File: src/rtl/sample_dump_tx.sv
// Streams a framed dump of the circular sample memory (header, 16-bit count, samples) to a UART byte port.
// Optional trailing XOR checksum byte is enabled by defining SAMPLE_DUMP_CHECKSUM_EN.
module sample_dump_tx #(
  parameter int          ADDR_W = 12,
  parameter logic [7:0]  HEADER = 8'hA5
) (
  input  logic              clk,
  input  logic              rst,
  input  logic              activate,
  output logic              done,
  input  logic [15:0]       sample_count,
  input  logic [ADDR_W-1:0] start_addr,
  output logic              rd_en,
  output logic [ADDR_W-1:0] rd_addr,
  input  logic [7:0]        rd_data,
  output logic [7:0]        tx_data,
  output logic              tx_start,
  input  logic              tx_busy,
  output logic [3:0]        dbg_main_state,
  output logic [1:0]        dbg_send_state
);

  localparam int unsigned DEPTH = 1 << ADDR_W;

  typedef enum logic [3:0] {
    ST_IDLE   = 4'd0,
    ST_HEADER = 4'd1,
    ST_LEN_HI = 4'd2,
    ST_LEN_LO = 4'd3,
    ST_FETCH  = 4'd4,
    ST_DATA   = 4'd5,
    ST_DONE   = 4'd6
`ifdef SAMPLE_DUMP_CHECKSUM_EN
    , ST_CSUM = 4'd7
`endif
  } main_state_t;

  typedef enum logic [1:0] {
    SEND_IDLE = 2'd0,
    WAIT_BUSY = 2'd1,
    WAIT_DONE = 2'd2
  } send_state_t;

  main_state_t       main_q, main_d;
  send_state_t       send_q, send_d;
  logic [7:0]        tx_byte_q, tx_byte_d;
  logic [ADDR_W-1:0] addr_q, addr_d;
  logic [16:0]       remaining_q, remaining_d;
  logic [15:0]       len_q, len_d;
  logic              fetch_wait_q, fetch_wait_d;
  logic [16:0]       clamp_count;
  logic              byte_done;
`ifdef SAMPLE_DUMP_CHECKSUM_EN
  logic [7:0]        csum_q, csum_d;
`endif

  assign rd_addr        = addr_q;
  assign tx_data        = tx_byte_q;
  assign done           = (main_q == ST_DONE);
  assign dbg_main_state = main_q;
  assign dbg_send_state = send_q;

  always_comb begin
    if (32'(sample_count) > DEPTH) clamp_count = 17'(DEPTH);
    else                           clamp_count = {1'b0, sample_count};
  end

  always_ff @(posedge clk) begin
    if (rst) begin
      main_q       <= ST_IDLE;
      send_q       <= SEND_IDLE;
      tx_byte_q    <= '0;
      addr_q       <= '0;
      remaining_q  <= '0;
      len_q        <= '0;
      fetch_wait_q <= 1'b0;
`ifdef SAMPLE_DUMP_CHECKSUM_EN
      csum_q       <= '0;
`endif
    end else begin
      main_q       <= main_d;
      send_q       <= send_d;
      tx_byte_q    <= tx_byte_d;
      addr_q       <= addr_d;
      remaining_q  <= remaining_d;
      len_q        <= len_d;
      fetch_wait_q <= fetch_wait_d;
`ifdef SAMPLE_DUMP_CHECKSUM_EN
      csum_q       <= csum_d;
`endif
    end
  end

  // UART handshake: tx_start is a one-cycle request that may only be raised
  // while tx_busy=0; the byte is accepted once tx_busy rises and finished when it falls.
  always_comb begin
    main_d       = main_q;
    send_d       = send_q;
    tx_byte_d    = tx_byte_q;
    addr_d       = addr_q;
    remaining_d  = remaining_q;
    len_d        = len_q;
    fetch_wait_d = fetch_wait_q;
`ifdef SAMPLE_DUMP_CHECKSUM_EN
    csum_d       = csum_q;
`endif
    tx_start     = 1'b0;
    rd_en        = 1'b0;
    byte_done    = 1'b0;

    case (main_q)
      ST_IDLE: begin
        if (activate) begin
          main_d       = ST_HEADER;
          send_d       = SEND_IDLE;
          tx_byte_d    = HEADER;
          addr_d       = start_addr;
          remaining_d  = clamp_count;
          len_d        = clamp_count[15:0];
          fetch_wait_d = 1'b0;
`ifdef SAMPLE_DUMP_CHECKSUM_EN
          csum_d       = '0;
`endif
        end
      end

      ST_FETCH: begin
        if (!fetch_wait_q) begin
          if (!activate) begin
            main_d = ST_IDLE;
          end else begin
            rd_en        = 1'b1;
            fetch_wait_d = 1'b1;
          end
        end else begin
          // Memory answers one cycle after the strobe.
          tx_byte_d    = rd_data;
          addr_d       = addr_q + 1'b1;
          remaining_d  = remaining_q - 17'd1;
          fetch_wait_d = 1'b0;
          main_d       = ST_DATA;
          send_d       = SEND_IDLE;
`ifdef SAMPLE_DUMP_CHECKSUM_EN
          csum_d       = csum_q ^ rd_data;
`endif
        end
      end

      ST_DONE: begin
        if (!activate) main_d = ST_IDLE;
      end

      default: begin
        // Byte-sending states share this sub-FSM.
        case (send_q)
          SEND_IDLE: begin
            if (!activate) begin
              main_d = ST_IDLE;
            end else if (!tx_busy) begin
              tx_start = 1'b1;
              send_d   = WAIT_BUSY;
            end
          end
          WAIT_BUSY: begin
            if (tx_busy) send_d = WAIT_DONE;
          end
          WAIT_DONE: begin
            if (!tx_busy) begin
              send_d    = SEND_IDLE;
              byte_done = 1'b1;
            end
          end
          default: send_d = SEND_IDLE;
        endcase
      end
    endcase

    if (byte_done) begin
      if (!activate) begin
        main_d = ST_IDLE;
      end else begin
        case (main_q)
          ST_HEADER: begin
            main_d    = ST_LEN_HI;
            tx_byte_d = len_q[15:8];
`ifdef SAMPLE_DUMP_CHECKSUM_EN
            csum_d    = csum_q ^ len_q[15:8];
`endif
          end
          ST_LEN_HI: begin
            main_d    = ST_LEN_LO;
            tx_byte_d = len_q[7:0];
`ifdef SAMPLE_DUMP_CHECKSUM_EN
            csum_d    = csum_q ^ len_q[7:0];
`endif
          end
          ST_LEN_LO, ST_DATA: begin
            if (remaining_q == '0) begin
`ifdef SAMPLE_DUMP_CHECKSUM_EN
              main_d    = ST_CSUM;
              tx_byte_d = csum_q;
`else
              main_d    = ST_DONE;
`endif
            end else begin
              main_d       = ST_FETCH;
              fetch_wait_d = 1'b0;
            end
          end
          default: main_d = ST_DONE;
        endcase
      end
    end
  end

endmodule

File: config.mk
export PLATFORM = sky130hd
export DESIGN_NAME = sample_dump_tx
export DESIGN_NICKNAME = d
export VERILOG_FILES = /design/src/rtl/sample_dump_tx.sv
export SDC_FILE = /design/constraint.sdc
export NUM_CORES = 1
export LEC_CHECK = 0
export BUFFER_PORTS_ARGS = -buffer_cell sky130_fd_sc_hd__buf_4
export CORE_MARGIN = 1.5
export CORE_UTILIZATION = 57
export CTS_BUF_LIST = sky130_fd_sc_hd__clkbuf_8
export CTS_CLUSTER_DIAMETER = 120
export DETAILED_ROUTE_END_ITERATION = 8
export PLACE_DENSITY_LB_ADDON = 0.2
export SYNTH_ARGS = -nofsm -noshare
export SYNTH_HDL_FRONTEND = slang
export SYNTH_SLANG_ARGS = --single-unit
File: constraint.sdc
create_clock -name clk -period 2.8 [get_ports clk]
set_input_delay 0.56 -clock clk [delete_from_list [all_inputs] [get_ports clk]]
set_output_delay 0.56 -clock clk [all_outputs]
set_load 0.02 [all_outputs]
## After elaboration in Yosys (flattened, before gate mapping)

Cells that the tools add are included.

- Reductions and logical operators: 11
- $lt $le $gt $ge: 1
- Bitwise logic cells: 1
- Mux-type cells: 45
- Add/subtract/negate cells: 2
- Equality and inequality tests: 15

Operators by type and width:

| cell | count |
|---|---|
| $mux W17 | 2 |
| $pmux W17 S2 | 1 |
| $mux W8 | 4 |
| $pmux W8 S2 | 2 |
| $mux W12 | 2 |
| $pmux W12 S2 | 1 |
| $mux W4 | 5 |
| $logic_not A17 Y1 | 1 |
| $sub A17 B1 Y17 const B | 1 |
| $gt A16 B13 Y1 const B | 1 |
| $mux W16 | 1 |
| $mux W1 | 14 |
| $mux W2 | 7 |
| $add A12 B1 Y12 const B | 1 |
| $eq A4 B3 Y1 const B | 3 |
| $pmux W2 S3 | 2 |
| $pmux W4 S3 | 1 |
| $pmux W3 S3 | 1 |
| $eq A4 B2 Y1 const B | 2 |
| $ne A4 B4 Y1 const B | 2 |
| $reduce_and A7 Y1 | 1 |
| $ne A3 B3 Y1 const B | 2 |
| $reduce_bool A5 Y1 | 1 |
| $eq A4 B1 Y1 const B | 1 |
| other kinds (14) | 16 |

- Output and inout port bits: 29
- Logic and storage cells: 82
- Register bits after elaboration: 60
- Input bits: 40

## Depth between registers and ports, before layout

Gate-level depths: netlist (run 1).

- Depth in word-level cells: 7
- Mapped depth: 7
- Mapped depth without buffers: 6

## Worst setup path before layout (run 1)

OpenSTA, ideal clock, no wires.

- Kind: reg2out
- Start point: reg main_q[3] (netlist: dbg_main_state[3])
- End point: out rd_en
- Data required time: 2.240 ns
- Path buffers: 2
- Setup slack: 0.640 ns
- Stages on the path, launching flop included: 5
- Arrival time: 1.600 ns
- Cell sequence: dfxtp_1 -> clkbuf_1 -> nor4b_4 -> clkbuf_1 -> and3_1

- Longest elaborated chain between the ends: 2

Ends and longest elaborated chain:

| what | line | source |
|---|---|---|
| from (decl) | 44 | `main_state_t main_q, main_d;` |
| from (signal assigned) | 81 | `main_q <= main_d;` |
| $eq A4 B3 Y1 | 111 | `case (main_q)` |
| $mux W1 | 111 |  |
| to (decl) | 13 | `output logic rd_en,` |

Every way passes these cells.

## Worst setup path after layout (run 1)

- Start point: reg main_q[2] (netlist: dbg_main_state[2])
- End point: out rd_en

The elaborated chain is that of the path after synthesis.

==> impl_summary.log, run 1 <==
[metrics] result of the run: finished clean
[metrics] Gates resized, CTS repair: 0
[metrics] transition at the pin with the smallest max-transition slack: about 750 ps
[metrics] startpoint class of the critical path: register
[metrics] Layout Skew: approximately 6.9 ps
[metrics] pin count of the biggest net entering global routing: 32
[metrics] top-level I/O count: between 60 and 70
[metrics] ratio of cells with drive above 1 in the final layout: between 20 and 25%
[metrics] full die area: around 6300 µm²
[metrics] maximum clock insertion buffer count: 2
[metrics] total routing resource utilization after global routing: between 30% and 40%
[metrics] number of cells in the design after placement: 544
[metrics] Peak VDD IR: ~0.47 mV
[metrics] vias in the first global route: about 3,200
[metrics] count of endpoints failing hold in the final timing report: 0
[metrics] Die W: between 70 and 80 µm
[metrics] Distinct cells, synth: 57
[metrics] Antenna Cells: 0
[metrics] setup TNS after final layout: 0 ps
[metrics] weighted congestion reported at the end of routability-driven placement: ~0.95
[metrics] YS warnings: 0
[metrics] Std-Cell Core Area: approximately 5600 µm²
[metrics] clock-pin slew on the worst setup and hold paths: 70 ps
[metrics] critical path class: register to output port
[metrics] CTS sink cnt: 60
[metrics] endpoint kind of the worst setup timing path: output port
[metrics] Routed Wire Length: around 9900 µm
[metrics] starting density of the core: about three fifths
[metrics] max cap viols: 0
[metrics] RSZ-0062 raised after global routing: no
[metrics] data arrival time at the worst-slack endpoint: roughly 2000 ps
[metrics] cell at the root of the clock tree: sky130_fd_sc_hd__clkbuf_8
[metrics] share of flip-flops with an asynchronous set or reset: 0%
[metrics] Routed WL per cell: roughly 18 µm
[metrics] HPWL after DPL: approximately 7000 µm
[metrics] leading post-synthesis cells by instance count: 60 x sky130_fd_sc_hd__dfxtp_1, 37 x sky130_fd_sc_hd__a21oi_1, 35 x sky130_fd_sc_hd__nand2_1
[metrics] number of search-and-repair iterations in the first detailed-routing pass: 5
[metrics] number of post-CTS setup repair buffers: 0
[metrics] static leakage: 0.00159 µW
[metrics] top cells by area in the synthesized netlist: sky130_fd_sc_hd__dfxtp_1 36%, sky130_fd_sc_hd__a21oi_1 5.6%, sky130_fd_sc_hd__nand2_1 3.9%, sky130_fd_sc_hd__o21ai_0 3.9%, sky130_fd_sc_hd__nand3_1 3.2%
[metrics] Fmax: between 0.3 and 0.4 GHz
[metrics] number of flops mapped to enable cells by yosys: 0
[metrics] crit-path max FO: 25
[metrics] vias after detailed routing: 3,655
[metrics] signed area change from the synthesized netlist to the final layout: 24.2%
[metrics] total count of max-transition violations in the final report: 0
[metrics] remaining global-route overflow: 0
[metrics] final period demand of the worst path: around 2600 ps
[metrics] clock tree from TritonCTS: yes
[metrics] combined area of all synthesized cells: between 3000 and 4000 µm²
[metrics] H-tree level count: 3
[metrics] proportion of synthesized chip area in sequential cells: a little over a third
[metrics] fraction of synthesized cell area taken by the top area cell type: 36.0%
[metrics] wire length of the first global-routing pass: 15,500 µm
[metrics] cell type contributing the most total cell area after synthesis: sky130_fd_sc_hd__dfxtp_1
[metrics] Clk Latency, worst-skew pair: between 300 and 400 ps
[metrics] most frequently used flop master after synthesis: sky130_fd_sc_hd__dfxtp_1
[metrics] Worst slew margin: 49.3%
[metrics] post-route ant nets: 0
[metrics] hold buffer count at cts: 0
[metrics] Die Height: slightly below 80 µm
[metrics] ratio of routed vias to standard cells: 6.53
[metrics] Post-Syn Instances: roughly 420
[metrics] synthesized net count: 459
[metrics] worst min path class: register to register
[metrics] fraction of the cycle the final worst path needs: roughly nine tenths
[metrics] data required time at the worst endpoint: approximately 2200 ps
[metrics] final non-filler cell total: 560
[metrics] final net count: around 530
[metrics] Site Rows: 27
[metrics] most common cell in the netlist: sky130_fd_sc_hd__dfxtp_1
[metrics] drc violations: 0
[metrics] cts bufs inserted: 9
[metrics] mean cell area of the mapped netlist: roughly 8.0 µm²
[metrics] setup-violating endpoint count in the final report: 0
[metrics] count of routing violations after the opening detailed-route iteration: roughly 300
[metrics] port buffer count: a little under 70
[metrics] antenna violations before repair: 0
[metrics] flops & latches, synth: 60
[metrics] power per standard cell area: ~600 nW/µm²
## worst paths after layout
path,start,to,slack [ps],depth (start not counted)
min,len_q[8],len_q[8],460,2
min reg2reg,len_q[8],len_q[8],460,2
max reg2reg,dbg_main_state[3],remaining_q[16],590,4
max,dbg_main_state[2],rd_en,240,4
## stage by stage
stage / hold slack [ps] / cell area, µm² / utilization [%] / power, µW / setup WS (ps)
3_5_place_dp: 456 / 3940 / 70.7 / 1640 / 581
5_1_grt: 482 / 4140 / 74.3 / 2530 / 141
6_report: 464 / 4140 / 74.3 / 2430 / 237
4_1_cts: 465 / 4140 / 74.3 / 2420 / 265
3_3_place_gp: 445 / 3940 / 70.7 / 1630 / 550
2_1_floorplan: 436 / 3330 / - / 1410 / 640
## flip-flops by register name (all words and copies together) (netlist names)
| name | flops |
|---|---|
| dbg_main_state | 4 |
| dbg_send_state | 2 |
| fetch_wait_q | 1 |
| len_q | 16 |
| rd_addr | 12 |
| remaining_q | 17 |
| tx_data | 8 |
## layout make-up
type / instances / area (µm²)
Clock buffer: 10 / 138
Clock inverter: 6 / 63.8
Fill cell: 426 / 1430
Inverter: 11 / 41.3
Multi-Input combinational cell: 319 / 1990
Sequential cell: 60 / 1200
Tap cell: 72 / 90.1
Timing Repair Buffer: 82 / 616
## metal layers
layer / GRT usage [%] / wire length [µm]
met1: 41.6 / 4180
met3: 6.63 / 775
met5: 0 / 0
met2: 50.2 / 4720
met4: 10.5 / 209
## power breakdown
part | total [µW] | leakage (µW) | switching, µW | internal, µW
Sequential | 1000 | 0.000488 | 86.6 | 914
Combinational | 643 | 0.00100 | 378 | 265
Clock | 791 | 0.0000983 | 358 | 433
## cells by family (layout without fill, tap and decap cells)
logic type	Yosys count	after routing	synth area share [%]
xor gates and xnor gates	2	2	0.525
buffers and inverters	37	109	4.20
DFF	60	60	36.0
and+or+nand+nor	166	166	28.2
AOI/OAI and AO/OA	141	141	27.8
muxes	7	7	2.14
adders and majority gates	3	3	1.13
## cells in the final DEF (no fill, tap or decap), drive strengths merged, types with 6 or more instances in the layout
cell type,count
buf,82
nor4,8
dfxtp,60
or3,7
nand3,21
inv,11
and2,9
nor3,11
a31oi,11
a21oi,37
o21ai,27
nor2,20
or4,9
a211oi,9
mux2i,6
o31ai,7
clkbuf,10
a21boi,6
nand2,35
a22oi,8
o211ai,6
and3,13
## worst max-delay path, cell delays in order (launching register included)
cell,delay [ps]
sky130_fd_sc_hd__dfxtp_1,680
sky130_fd_sc_hd__nor4b_4,320
sky130_fd_sc_hd__buf_4,330
sky130_fd_sc_hd__and3_1,190
sky130_fd_sc_hd__buf_4,130
Power figures use the tool's default switching activity.
==> run 2: changes to the inputs <==
--- a/config.mk
+++ b/config.mk
@@ -6,5 +6,5 @@
 export NUM_CORES = 1
 export LEC_CHECK = 0
-export BUFFER_PORTS_ARGS = -buffer_cell sky130_fd_sc_hd__buf_4
+export BUFFER_PORTS_ARGS = -buffer_cell sky130_fd_sc_hd__buf_2
 export CORE_MARGIN = 1.5
 export CORE_UTILIZATION = 57
==> constraint.sdc (replaced) <==
create_clock -name clk -period 2.8 [get_ports clk]
set_input_delay 0.42 -clock clk [delete_from_list [all_inputs] [get_ports clk]]
set_output_delay 0.42 -clock clk [all_outputs]
set_load 0.02 [all_outputs]
==> impl_summary.log, run 2 (synthesis results as in run 1) <==
[metrics] result of the run: finished clean
[metrics] top-level I/O count: 69
[metrics] drc violations: 0
[metrics] RSZ-0062 raised after global routing: no
[metrics] data arrival time at the worst-slack endpoint: 2000 ps
[metrics] Routed WL per cell: 17.4 µm
[metrics] cts bufs inserted: 9
[metrics] FILL cells: approximately 440
[metrics] Peak VDD IR: between 0.5 and 0.6 mV
[metrics] hold wc startpoint: start_addr[1]
[metrics] number of cells in the design after placement: about 550
[metrics] Layout Skew: slightly above 7 ps
[metrics] wire length of the first global-routing pass: approximately 16,000 µm
[metrics] signed area change from the synthesized netlist to the final layout: 20.1%
[metrics] hold buffer count at cts: 0
[metrics] worst min path class: input pin to register
[metrics] total count of max-transition violations in the final report: 0
[metrics] Gates resized, CTS repair: 0
[metrics] max cap viols: 0
[metrics] design area: between 4000 and 5000 µm²
[metrics] most frequent cells in the layout: 68 x sky130_fd_sc_hd__buf_2, 60 x sky130_fd_sc_hd__dfxtp_1, 37 x sky130_fd_sc_hd__a21oi_1, 35 x sky130_fd_sc_hd__nand2_1, 26 x sky130_fd_sc_hd__o21ai_0
[metrics] Site Rows: 27
[metrics] count of endpoints failing hold in the final timing report: 0
[metrics] slowest library cell on the worst path: sky130_fd_sc_hd__dfxtp_1
[metrics] critical path class: register to output port
[metrics] Std-Cell Core Area: roughly 5600 µm²
[metrics] count of routing violations after the opening detailed-route iteration: about 320
[metrics] Clk Latency, worst-skew pair: 340 ps
[metrics] starting density of the core: between 50 and 60%
[metrics] worst r2r src: remaining_q[8]
[metrics] setup-violating endpoint count in the final report: 0
[metrics] maximum clock insertion buffer count: 2
[metrics] number of search-and-repair iterations in the first detailed-routing pass: 5
[metrics] Cell Chain, Critical Path: nor4b_4, buf_4, and3_1, buf_2
[metrics] antenna violations before repair: 0
[metrics] Worst Hold Path EP: rd_addr[1]
[metrics] Worst R2R End: fetch_wait_q
[metrics] power per standard cell area: 623 nW/µm²
[metrics] Max stage delay on crit path: between 600 and 700 ps
[metrics] weighted congestion reported at the end of routability-driven placement: between 0.9 and 1
[metrics] final non-filler cell total: approximately 560
[metrics] cell area after placement: about 3800 µm²
[metrics] number of flip-flops under the largest register name: 17
[metrics] data required time at the worst endpoint: approximately 2400 ps
[metrics] Die Height: between 70 and 80 µm
[metrics] CTS sink cnt: 60
[metrics] count of cells along the worst hold path: 3
[metrics] pin count of the biggest net entering global routing: 50
[metrics] total routing resource utilization after global routing: between 30% and 40%
[metrics] full die area: around 6300 µm²
[metrics] area occupied by multi-input gates: ~2000 µm²
[metrics] vias in the first global route: about 3,300
[metrics] H-tree level count: 3
[metrics] Worst slew margin: 50.8%
[metrics] final net count: about 530
[metrics] HPWL after DPL: approximately 6700 µm
[metrics] footprint of the flip-flops and latches: between 1000 and 1500 µm²
[metrics] ratio of cells with drive above 1 in the final layout: 24.3%
[metrics] transition at the pin with the smallest max-transition slack: between 700 and 800 ps
[metrics] most common cell after layout, fill and taps aside: sky130_fd_sc_hd__buf_2
[metrics] static leakage: 0.00157 µW
[metrics] Routed Wire Length: 9750 µm
[metrics] clock tree from TritonCTS: yes
[metrics] clock-pin slew on the worst setup and hold paths: about 70 ps
[metrics] startpoint class of the critical path: register
[metrics] crit-path max FO: 25
[metrics] Antenna Cells: 0
[metrics] depth of the worst register-to-register path: 4
[metrics] cell at the root of the clock tree: sky130_fd_sc_hd__clkbuf_8
[metrics] Power, Total: 2500 µW
[metrics] ratio of routed vias to standard cells: around 6.5
[metrics] Die W: between 70 and 80 µm
[metrics] post-route ant nets: 0
[metrics] endpoint kind of the worst setup timing path: output port
[metrics] vias after detailed routing: 3,648
[metrics] remaining global-route overflow: 0
[metrics] number of post-CTS setup repair buffers: 0
[metrics] register containing the most flip-flops in the final layout: remaining_q
[metrics] Fmax: around 0.41 GHz
[metrics] fraction of the cycle the final worst path needs: approximately 87%
[metrics] flop2flop setup slack: ~630 ps
[metrics] final period demand of the worst path: around 2400 ps
[metrics] setup TNS after final layout: 0 ps
[metrics] port buffer count: 68
run 2: changes by cell type in the layout (fill, tap and decap cells not counted):
| cell | before | now |
|---|---|---|
| sky130_fd_sc_hd__buf_2 | 0 | 68 |
| sky130_fd_sc_hd__buf_4 | 82 | 15 |
| sky130_fd_sc_hd__bufinv_16 | 1 | 2 |
| sky130_fd_sc_hd__clkbuf_8 | 10 | 9 |
| sky130_fd_sc_hd__clkinv_2 | 2 | 0 |
| sky130_fd_sc_hd__clkinv_4 | 1 | 3 |
run 2: area by class of cell:
class	count	area share (%)
well taps	72	2.25
inverters	11	1.03
flip-flops and latches	60	30.0
clock inverters	7	2.53
repair buffers	83	11.3
clock buffers	9	3.09
multi-input cells	319	49.8
run 2: worst max path at each step:
stage,startpoint,to,slack [ps],cells after the start
after floorplan,dbg_main_state[3],len_q[2],740,6
after global placement,activate,len_q[2],690,6
after detailed placement,remaining_q[8],fetch_wait_q,660,4
after CTS,dbg_main_state[2],rd_en,380,4
after global routing,dbg_main_state[2],rd_en,280,4
final,dbg_main_state[2],rd_en,380,4
run 2: per-layer routing:
layer / share of wire (%) / track usage (%)
met2: 47 / 50.2
met3: 6.8 / 5.71
met1: 44 / 43.4
met4: 1.6 / 12.3
met5: 0 / 0
run 2: per-stage QoR:
stage / utilization, % / hold slack (ps) / worst slack, ps
floorplan: - / 436 / 742
detailed placement: 67.8 / 447 / 665
CTS: 71.8 / 339 / 384
finish: 71.8 / 347 / 376
global route: 71.8 / 358 / 282
global placement: 67.8 / 444 / 694
run 2: report_power, final:
part	switching, µW	total, µW	internal (µW)
Combinational	384	615	232
Sequential	79.9	993	913
Clock	382	887	505
run 2: worst max-delay path: cells and delay by family (launching register included):
| family | cells | cell delay, ps |
|---|---|---|
| flops | 1 | 650 |
| simple gates | 2 | 520 |
| buf+inv | 2 | 500 |
==> run 3: changes to the inputs <==
CORE_ASPECT_RATIO = 0.9   (was unset)
==> impl_summary.log, run 3 (synthesis results as in run 1) <==
[metrics] result of the run: finished clean
[metrics] cell area after placement: about 3800 µm²
[metrics] cts bufs inserted: 9
[metrics] register containing the most flip-flops in the final layout: remaining_q
[metrics] vias after detailed routing: about 3,600
[metrics] Fmax: between 0.4 and 0.5 GHz
[metrics] setup-violating endpoint count in the final report: 0
[metrics] Gates resized, CTS repair: 0
[metrics] Clk Latency, worst-skew pair: approximately 350 ps
[metrics] clock-pin slew on the worst setup and hold paths: ~70 ps
[metrics] total count of max-transition violations in the final report: 0
[metrics] critical path buffer and inverter count: 2
[metrics] antenna violations before repair: 0
[metrics] starting density of the core: 58.9%
[metrics] FILL cells: around 470
[metrics] Cell Chain, Critical Path: nor4b_4, buf_4, and3_1, buf_2
[metrics] weighted congestion reported at the end of routability-driven placement: ~0.94
[metrics] count of routing violations after the opening detailed-route iteration: between 200 and 300
[metrics] data required time at the worst endpoint: roughly 2400 ps
[metrics] endpoint kind of the worst setup timing path: output port
[metrics] smallest setup slack after layout: approximately 400 ps
[metrics] Std-Cell Core Area: approximately 5700 µm²
[metrics] Site Rows: 26
[metrics] post-route ant nets: 0
[metrics] signed area change from the synthesized netlist to the final layout: 18.9%
[metrics] drc violations: 0
[metrics] HPWL after DPL: slightly below 7000 µm
[metrics] H-tree level count: 3
[metrics] number of flip-flops under the largest register name: 17
[metrics] Worst slew margin: around two fifths
[metrics] remaining global-route overflow: 0
[metrics] footprint of the flip-flops and latches: between 1000 and 1500 µm²
[metrics] final net count: ~530
[metrics] Die W: roughly 84 µm
[metrics] number of post-CTS setup repair buffers: 0
[metrics] most frequent cells in the layout: 68 x sky130_fd_sc_hd__buf_2, 60 x sky130_fd_sc_hd__dfxtp_1, 37 x sky130_fd_sc_hd__a21oi_1, 35 x sky130_fd_sc_hd__nand2_1, 26 x sky130_fd_sc_hd__o21ai_0
[metrics] largest delay contributor family on the critical path: flip-flops
[metrics] Antenna Cells: 0
[metrics] share of the core filled with cells: ~70%
[metrics] critical path class: register to output port
[metrics] Peak VDD IR: around 0.45 mV
[metrics] slowest library cell on the worst path: sky130_fd_sc_hd__dfxtp_1
[metrics] ratio of routed vias to standard cells: 6.50
[metrics] power per standard cell area: ~610 nW/µm²
[metrics] hold buffer count at cts: 0
[metrics] crit-path max FO: 25
[metrics] ratio of cells with drive above 1 in the final layout: between 20% and 30%
[metrics] Routed WL per cell: between 15 and 20 µm
[metrics] fraction of the cycle the final worst path needs: between 80 and 90%
[metrics] Die Height: 75.6 µm
[metrics] design area: a little under 4000 µm²
[metrics] transition at the pin with the smallest max-transition slack: approximately 900 ps
[metrics] top-level I/O count: just under 70
[metrics] max cap viols: 0
[metrics] Post-Place Worst Slack: 484 ps
[metrics] full die area: about 6300 µm²
[metrics] RSZ-0062 raised after global routing: no
[metrics] Max stage delay on crit path: approximately 650 ps
[metrics] clock tree from TritonCTS: yes
[metrics] Routed Wire Length: around 9700 µm
[metrics] CTS sink cnt: 60
[metrics] pin count of the biggest net entering global routing: 50
[metrics] setup TNS after final layout: 0 ps
[metrics] static leakage: approximately 0.0016 µW
[metrics] total routing resource utilization after global routing: ~31%
[metrics] count of endpoints failing hold in the final timing report: 0
[metrics] Layout Skew: approximately 7.5 ps
[metrics] worst min path class: input pin to register
[metrics] startpoint class of the critical path: register
[metrics] final period demand of the worst path: 2400 ps
[metrics] maximum clock insertion buffer count: 2
[metrics] area occupied by multi-input gates: 1990 µm²
[metrics] vias in the first global route: roughly 3,100
[metrics] port buffer count: 68
[metrics] cell at the root of the clock tree: sky130_fd_sc_hd__clkbuf_8
[metrics] wire length of the first global-routing pass: around 15,000 µm
[metrics] most common cell after layout, fill and taps aside: sky130_fd_sc_hd__buf_2
[metrics] data arrival time at the worst-slack endpoint: around 2000 ps
[metrics] number of search-and-repair iterations in the first detailed-routing pass: 5
## run 3: layer usage
metal	track usage, %	part of all wire, %	vias up
li1	-	-	1722
met1	41.6	44	1711
met2	48.8	47	171
met5	0	0	-
met4	11.1	1.6	0
met3	6.72	7.4	17
## run 3: where the power goes
group | internal, µW | switching [µW]
Combinational | 229 | 380
Sequential | 914 | 81.7
Clock | 453 | 353
## run 3: area by class of cell
type / instances / area share [%]
clock buffer: 11 / 3.82
clock inverter: 5 / 1.29
inverter: 11 / 1.04
multi-input combinational: 319 / 50.3
sequential: 60 / 30.3
tap: 70 / 2.21
timing repair buffer: 81 / 11.0
## run 3: worst paths after layout
path | slack [ps] | cells after the start | start | end
max | 400 | 4 | dbg_main_state[2] | rd_en
min | 340 | 3 | start_addr[0] | rd_addr[0]
max reg2reg | 610 | 4 | dbg_main_state[3] | remaining_q[13]
min reg2reg | 460 | 2 | len_q[3] | len_q[3]
## run 3: through the flow
step	power (µW)	instances	hold WS [ps]
after floorplan	1410	416	436
after detailed placement	1610	541	454
after global routing	2530	557	350
after CTS	2400	557	333
final	2410	557	336
after global placement	1600	541	445
## run 3: worst min-delay path, delay by kind of cell
family	cells	cell delay [ps]
AO/OA/AOI/OAI	1	70
buffers and inverters	1	100
AND/OR/NAND/NOR	1	50
